$ cat config.mk
export PLATFORM = sky130hd
export DESIGN_NAME = spi_reg_slave
export DESIGN_NICKNAME = d
export VERILOG_FILES = /design/src/rtl/spi_reg_slave.sv
export SDC_FILE = /design/constraint.sdc
export NUM_CORES = 1
export LEC_CHECK = 0
export CORE_ASPECT_RATIO = 1.5
export CORE_MARGIN = 2
export CORE_UTILIZATION = 53
export CTS_BUF_LIST = sky130_fd_sc_hd__clkbuf_4 sky130_fd_sc_hd__clkbuf_8 sky130_fd_sc_hd__clkbuf_16
export DETAILED_ROUTE_END_ITERATION = 8
export PLACE_DENSITY = 0.8
export SYNTH_ARGS = -nofsm -noshare
export SYNTH_HDL_FRONTEND = slang
export SYNTH_SLANG_ARGS = --single-unit
$ cat constraint.sdc
create_clock -name aclk -period 2.9 [get_ports aclk]
set_clock_uncertainty 0.2 [all_clocks]
set_input_delay 0.58 -clock aclk [delete_from_list [all_inputs] [get_ports aclk]]
set_output_delay 0.58 -clock aclk [all_outputs]
set_load 0.02 [all_outputs]
$ cat src/rtl/spi_reg_slave.sv
// SPI mode-3 register slave: 15 read/write byte registers plus a read-only ID byte.
// All SPI pins are oversampled on aclk; frames are one command byte then one data byte.
module spi_reg_slave #(
  parameter logic [7:0] ID_VALUE  = 8'hA5,
  parameter logic [7:0] RST_VALUE = 8'h00
) (
  input  logic         aclk,
  input  logic         aresetn,
  input  logic         spi_cs,
  input  logic         spi_sclk,
  input  logic         spi_mosi,
  output logic         spi_miso,
  output logic         spi_miso_oe,
  output logic [119:0] reg_out,
  output logic         wr_strb,
  output logic [3:0]   wr_addr,
  output logic [7:0]   wr_data
);

  localparam int unsigned NREG = 15;
  localparam logic [3:0]  ID_ADDR = 4'hF;

  localparam logic [2:0] IDLE  = 3'd0;
  localparam logic [2:0] CMD   = 3'd1;
  localparam logic [2:0] WDATA = 3'd2;
  localparam logic [2:0] RDATA = 3'd3;
  localparam logic [2:0] DONE  = 3'd4;

  logic       cs_s1, cs_q, cs_d;
  logic       sclk_s1, sclk_q, sclk_d;
  logic       mosi_s1, mosi_q;
  logic [1:0] settle;
  logic       armed;

  logic [2:0] state, state_nxt;
  logic [3:0] bit_cnt;
  logic [7:0] shift_reg;
  logic [7:0] miso_sr;
  logic       skip_fall;
  logic [3:0] cmd_addr;

  logic       cs_fall, cs_rise, rise, fall;
  logic       in_frame, last_cmd_bit, last_data_bit, preload, commit;
  logic [3:0] addr_in;
  logic [7:0] rx_byte;
  logic [7:0] rd_byte;

  // Pin synchronizers, idle-high, plus a delayed copy of sclk and cs for edge detection
  always_ff @(posedge aclk) begin
    if (!aresetn) begin
      cs_s1   <= 1'b1;
      cs_q    <= 1'b1;
      cs_d    <= 1'b1;
      sclk_s1 <= 1'b1;
      sclk_q  <= 1'b1;
      sclk_d  <= 1'b1;
      mosi_s1 <= 1'b1;
      mosi_q  <= 1'b1;
    end else begin
      cs_s1   <= spi_cs;
      cs_q    <= cs_s1;
      cs_d    <= cs_q;
      sclk_s1 <= spi_sclk;
      sclk_q  <= sclk_s1;
      sclk_d  <= sclk_q;
      mosi_s1 <= spi_mosi;
      mosi_q  <= mosi_s1;
    end
  end

  // After reset the synchronizers hold a fake idle level; only arm once real CS-high is seen
  always_ff @(posedge aclk) begin
    if (!aresetn) begin
      settle <= 2'd0;
      armed  <= 1'b0;
    end else begin
      if (settle != 2'd3) settle <= settle + 2'd1;
      if (settle == 2'd3 && cs_q) armed <= 1'b1;
    end
  end

  assign cs_fall       = armed && cs_d && !cs_q;
  assign cs_rise       = !cs_d && cs_q;
  assign rise          = !cs_q && sclk_q && !sclk_d;
  assign fall          = !cs_q && !sclk_q && sclk_d;
  assign in_frame      = (state == CMD) || (state == WDATA) || (state == RDATA);
  assign last_cmd_bit  = (state == CMD) && rise && (bit_cnt == 4'd7);
  assign last_data_bit = ((state == WDATA) || (state == RDATA)) && rise && (bit_cnt == 4'd15);
  assign preload       = last_cmd_bit && shift_reg[6];
  assign commit        = (state == WDATA) && last_data_bit && (cmd_addr != ID_ADDR);
  assign addr_in       = {shift_reg[2:0], mosi_q};
  assign rx_byte       = {shift_reg[6:0], mosi_q};

  // Read mux for the preload, addressed by the command byte as it completes
  always_comb begin
    rd_byte = ID_VALUE;
    for (int unsigned i = 0; i < NREG; i++) begin
      if (addr_in == 4'(i)) rd_byte = reg_out[8*i +: 8];
    end
  end

  always_ff @(posedge aclk) begin
    if (!aresetn) state <= IDLE;
    else          state <= state_nxt;
  end

  always_comb begin
    state_nxt = state;
    case (state)
      IDLE:          if (cs_fall) state_nxt = CMD;
      CMD:           if (last_cmd_bit) state_nxt = shift_reg[6] ? RDATA : WDATA;
      WDATA, RDATA:  if (last_data_bit) state_nxt = DONE;
      DONE:          state_nxt = DONE;
      default:       state_nxt = IDLE;
    endcase
    if (cs_rise) state_nxt = IDLE;
  end

  // Frame datapath: bit counter, receive shift, register writes and MISO shift
  always_ff @(posedge aclk) begin
    if (!aresetn) begin
      bit_cnt     <= 4'd0;
      shift_reg   <= 8'd0;
      miso_sr     <= 8'd0;
      skip_fall   <= 1'b0;
      cmd_addr    <= 4'd0;
      reg_out     <= {NREG{RST_VALUE}};
      wr_strb     <= 1'b0;
      wr_addr     <= 4'd0;
      wr_data     <= 8'd0;
      spi_miso    <= 1'b1;
      spi_miso_oe <= 1'b0;
    end else begin
      wr_strb     <= 1'b0;
      spi_miso_oe <= !cs_q;

      if (state == IDLE && cs_fall) begin
        bit_cnt   <= 4'd0;
        shift_reg <= 8'd0;
        miso_sr   <= 8'd0;
        skip_fall <= 1'b0;
        cmd_addr  <= 4'd0;
      end else if (in_frame && rise) begin
        bit_cnt   <= bit_cnt + 4'd1;
        shift_reg <= rx_byte;
      end

      if (last_cmd_bit) cmd_addr <= addr_in;

      if (commit) begin
        wr_strb <= 1'b1;
        wr_addr <= cmd_addr;
        wr_data <= rx_byte;
        for (int unsigned i = 0; i < NREG; i++) begin
          if (cmd_addr == 4'(i)) reg_out[8*i +: 8] <= rx_byte;
        end
      end

      // The first fall after preload keeps bit 7 so the master's first data rise sees it
      if (preload) begin
        miso_sr   <= rd_byte;
        spi_miso  <= rd_byte[7];
        skip_fall <= 1'b1;
      end else if (state_nxt != RDATA) begin
        spi_miso <= 1'b1;
      end else if (fall) begin
        if (skip_fall) begin
          skip_fall <= 1'b0;
        end else begin
          miso_sr  <= {miso_sr[6:0], 1'b0};
          spi_miso <= miso_sr[6];
        end
      end
    end
  end

endmodule

==> out/qor.txt, run 1 <==
FP Rows -> 55
Worst Path Arrival -> 2.86 ns
x dimension of the die -> 105 um
crit path time final -> 2.77 ns
unrepaired setup endpoints after global routing -> false
Final nets -> 1,034
H-tree Lvls -> 4
gr ovfl total -> 0
DR WL/cell -> 21.0 um
largest cells by area after synthesis -> dfxtp_1 43%, mux2i_1 11%, nor2b_1 6.7%
failing checks -> DRC
Initial Util -> 53.9%
Detailed Place HPWL -> 18,500 um
Vert. Die Dim -> 155 um
Post-DRT Antenna Nets -> 0
Total GRT Usage -> 31.6%
routed via count -> 7,583
Mapped Nets -> 913
Yosys warning total -> 0
# diodes -> 0
Max-Cap Viols -> 0
Power Dens Cells -> 463 mW/mm^2
synth unique cells -> 60
post-synthesis area per instance -> 8.92 sq um
ratio of cells with drive above 1 in the final layout -> 9.52%
critical path startpoint category -> register
Leakage Power -> 3.33 nW
Yosys reg bits -> 172
Ports -> 140
clk buf depth -> 2
Util after Layout -> 68.6%
critical path class -> reg2reg
CTS tree -> yes
final wirelength -> 26,000 um
GP Congestion -> 0.990
# Post-CTS Setup Buffers -> 0
Critical Path RT -> 2.99 ns
Core Region -> 0.0150 sq mm
number of global-route vias before repair -> 7,142
DRC -> 1
sequential cell area fraction in the yosys report -> 42.6%
Final TNS setup -> 0 ns
Top reg by flops -> reg_out
top_reg_cell synth -> dfxtp_1
post-CTS sizing -> 0
status -> complete, but fails checks
Final Slew Violations -> 0
worst vdd ir -> 0.411 mV
first-pass GRT wire length -> 40,200 um
async set or reset register ratio after synthesis -> 0%
non-filler cells, final -> 1,239
Tightest Hold Check Type -> reg2reg
hold buffers post-CTS -> 0
Min Hold Slack -> 0.207 ns
Iter 0 DRT Violations -> 783
total CTS buffers -> 17
top-area cell type share of the netlist area -> 42.6%
initial antenna violation count -> 0
top flop regs -> reg_out x120, wr_data x8
clk_lat worst skew -> 0.43 ns
fmax -> 361 MHz
DRT Pass-1 Iters -> 8
Cell Area, Synth -> 0.00808 sq mm
CTS sink count -> 172
final setup violating endpoints -> 0
full die area -> 0.0163 sq mm
Slew HR -> 27.9%
vias per inst -> 6.12
Synth Instances -> 906
area grow syn2layout -> 27.4%
fillers -> 1,245
max reg flops -> 120
Crit Path Max Fanout -> 34
Hold Violations, Final -> 0
Synth area leader -> dfxtp_1
endpoint class of the critical path -> register
Post-synth EDFFs -> 0
pin count of the biggest net entering global routing -> 65
clock slew at reported path FFs -> 0.07 ns
cell total after placement -> 1,207
Slew @ Worst Pin -> 1.08 ns
Clk Tree Root Cell -> clkbuf_16
most common cell in the netlist -> dfxtp_1
Port Buffers -> 139
most frequent cells after synthesis -> 172 x dfxtp_1, 106 x nand2_1, 91 x mux2i_1, 87 x nor2b_1, 70 x o21ai_0
fin crit share -> 95.4%
==> critical path, stage by stage (launching register included) <==
cell and delay [ns]:
dfxtp_2 0.81, inv_1 0.43, a2111oi_0 0.60, o32a_1 0.24, o32a_1 0.19, o21ai_0 0.14
==> cell type report <==
class / instances / area (sq um) / area share [%]
clock buffers: 19 / 447 / 4.34
clock inverters: 13 / 133 / 1.29
inverters: 10 / 37.5 / 0.365
multi-input cells: 652 / 4310 / 41.9
flip-flops and latches: 172 / 3450 / 33.5
well taps: 199 / 249 / 2.42
repair buffers: 174 / 1660 / 16.2
==> final timing paths <==
kind                            startpoint  endpoint  slack [ns]  cells past startpoint
worst max register to register      mosi_q  spi_miso        0.13                      5
worst min register to register     sclk_s1    sclk_q        0.21                      1
worst min-delay path               sclk_s1    sclk_q        0.21                      1
worst max-delay path                mosi_q  spi_miso        0.13                      5
==> logic make-up (layout without fill, tap and decap cells) <==
logic type / Yosys count / after routing / synth area share [%]
buf+inv: 82 / 216 / 4.00
xor+xnor: 3 / 3 / 0.325
compound gates: 228 / 228 / 18.5
fa+ha+maj: 2 / 2 / 0.310
mux: 98 / 98 / 12.7
flops: 172 / 172 / 42.6
simple gates: 321 / 321 / 21.6
==> layout by cell type (no fill, tap or decap), types with 4 or more instances in the layout <==
cell / Yosys / layout
nor3_4: 4 / 4
nor2b_1: 87 / 87
clkdlybuf4s50_1: 0 / 138
a22oi_1: 8 / 8
nand2_1: 106 / 106
a21boi_0: 65 / 65
o221ai_1: 5 / 5
nor4_4: 4 / 4
nor3_1: 12 / 12
inv_1: 9 / 9
buf_4: 0 / 35
nor2_1: 39 / 39
nand3_1: 20 / 20
mux2i_1: 91 / 91
o32ai_1: 4 / 4
mux2_2: 4 / 4
o22ai_1: 9 / 9
a21oi_1: 29 / 29
a31o_2: 5 / 5
dfxtp_1: 172 / 169
clkbuf_16: 0 / 17
o21ai_0: 70 / 70
a211oi_1: 4 / 4
nand2b_1: 21 / 21
==> layer usage <==
metal	wire length (um)	share of wire [%]	vias to the layer above	GRT usage [%]
met5	0	0	-	0
met2	13100	50	460	54.9
met3	2020	7.8	105	4.94
li1	-	-	3424	-
met1	9740	37	3594	37.9
met4	1190	4.6	0	15.7
==> per-stage QoR <==
step                      setup slack, ns  power (mW)  instance area [sq um]
final                               0.133        4.77                  10300
after global routing               0.0737        4.89                  10300
after CTS                           0.240        4.77                  10300
after detailed placement            0.289        2.57                   9710
after global placement              0.290        2.57                   9710
after floorplan                     0.588        2.54                   8080
==> where the power goes <==
part	internal, mW	switching (mW)
combinational	0.0617	0.0665
sequential	2.37	0.0141
clock	1.24	1.02
total	3.67	1.10
No activity file was read; power rests on OpenSTA's default activity.
==> run 2, diff against run 1 <==
--- a/config.mk
+++ b/config.mk
@@ -5,6 +5,7 @@
 export SDC_FILE = /design/constraint.sdc
 export NUM_CORES = 1
 export LEC_CHECK = 0
+export ABC_CLOCK_PERIOD_IN_PS = 2900
 export CORE_ASPECT_RATIO = 1.5
 export CORE_MARGIN = 2
 export CORE_UTILIZATION = 53
==> results of run 2 <==
The final DEF is identical to that of run 1; final timing and power are the same.
==> run 3, diff against run 2 <==
--- a/config.mk
+++ b/config.mk
@@ -5,12 +5,12 @@
 export SDC_FILE = /design/constraint.sdc
 export NUM_CORES = 1
 export LEC_CHECK = 0
-export ABC_CLOCK_PERIOD_IN_PS = 2900
 export CORE_ASPECT_RATIO = 1.5
 export CORE_MARGIN = 2
 export CORE_UTILIZATION = 53
 export CTS_BUF_LIST = sky130_fd_sc_hd__clkbuf_4 sky130_fd_sc_hd__clkbuf_8 sky130_fd_sc_hd__clkbuf_16
 export DETAILED_ROUTE_END_ITERATION = 8
+export HOLD_SLACK_MARGIN = 0.06
 export PLACE_DENSITY = 0.8
 export SYNTH_ARGS = -nofsm -noshare
 export SYNTH_HDL_FRONTEND = slang
==> results of run 3 <==
The final DEF is identical to that of run 1; final timing and power are the same.
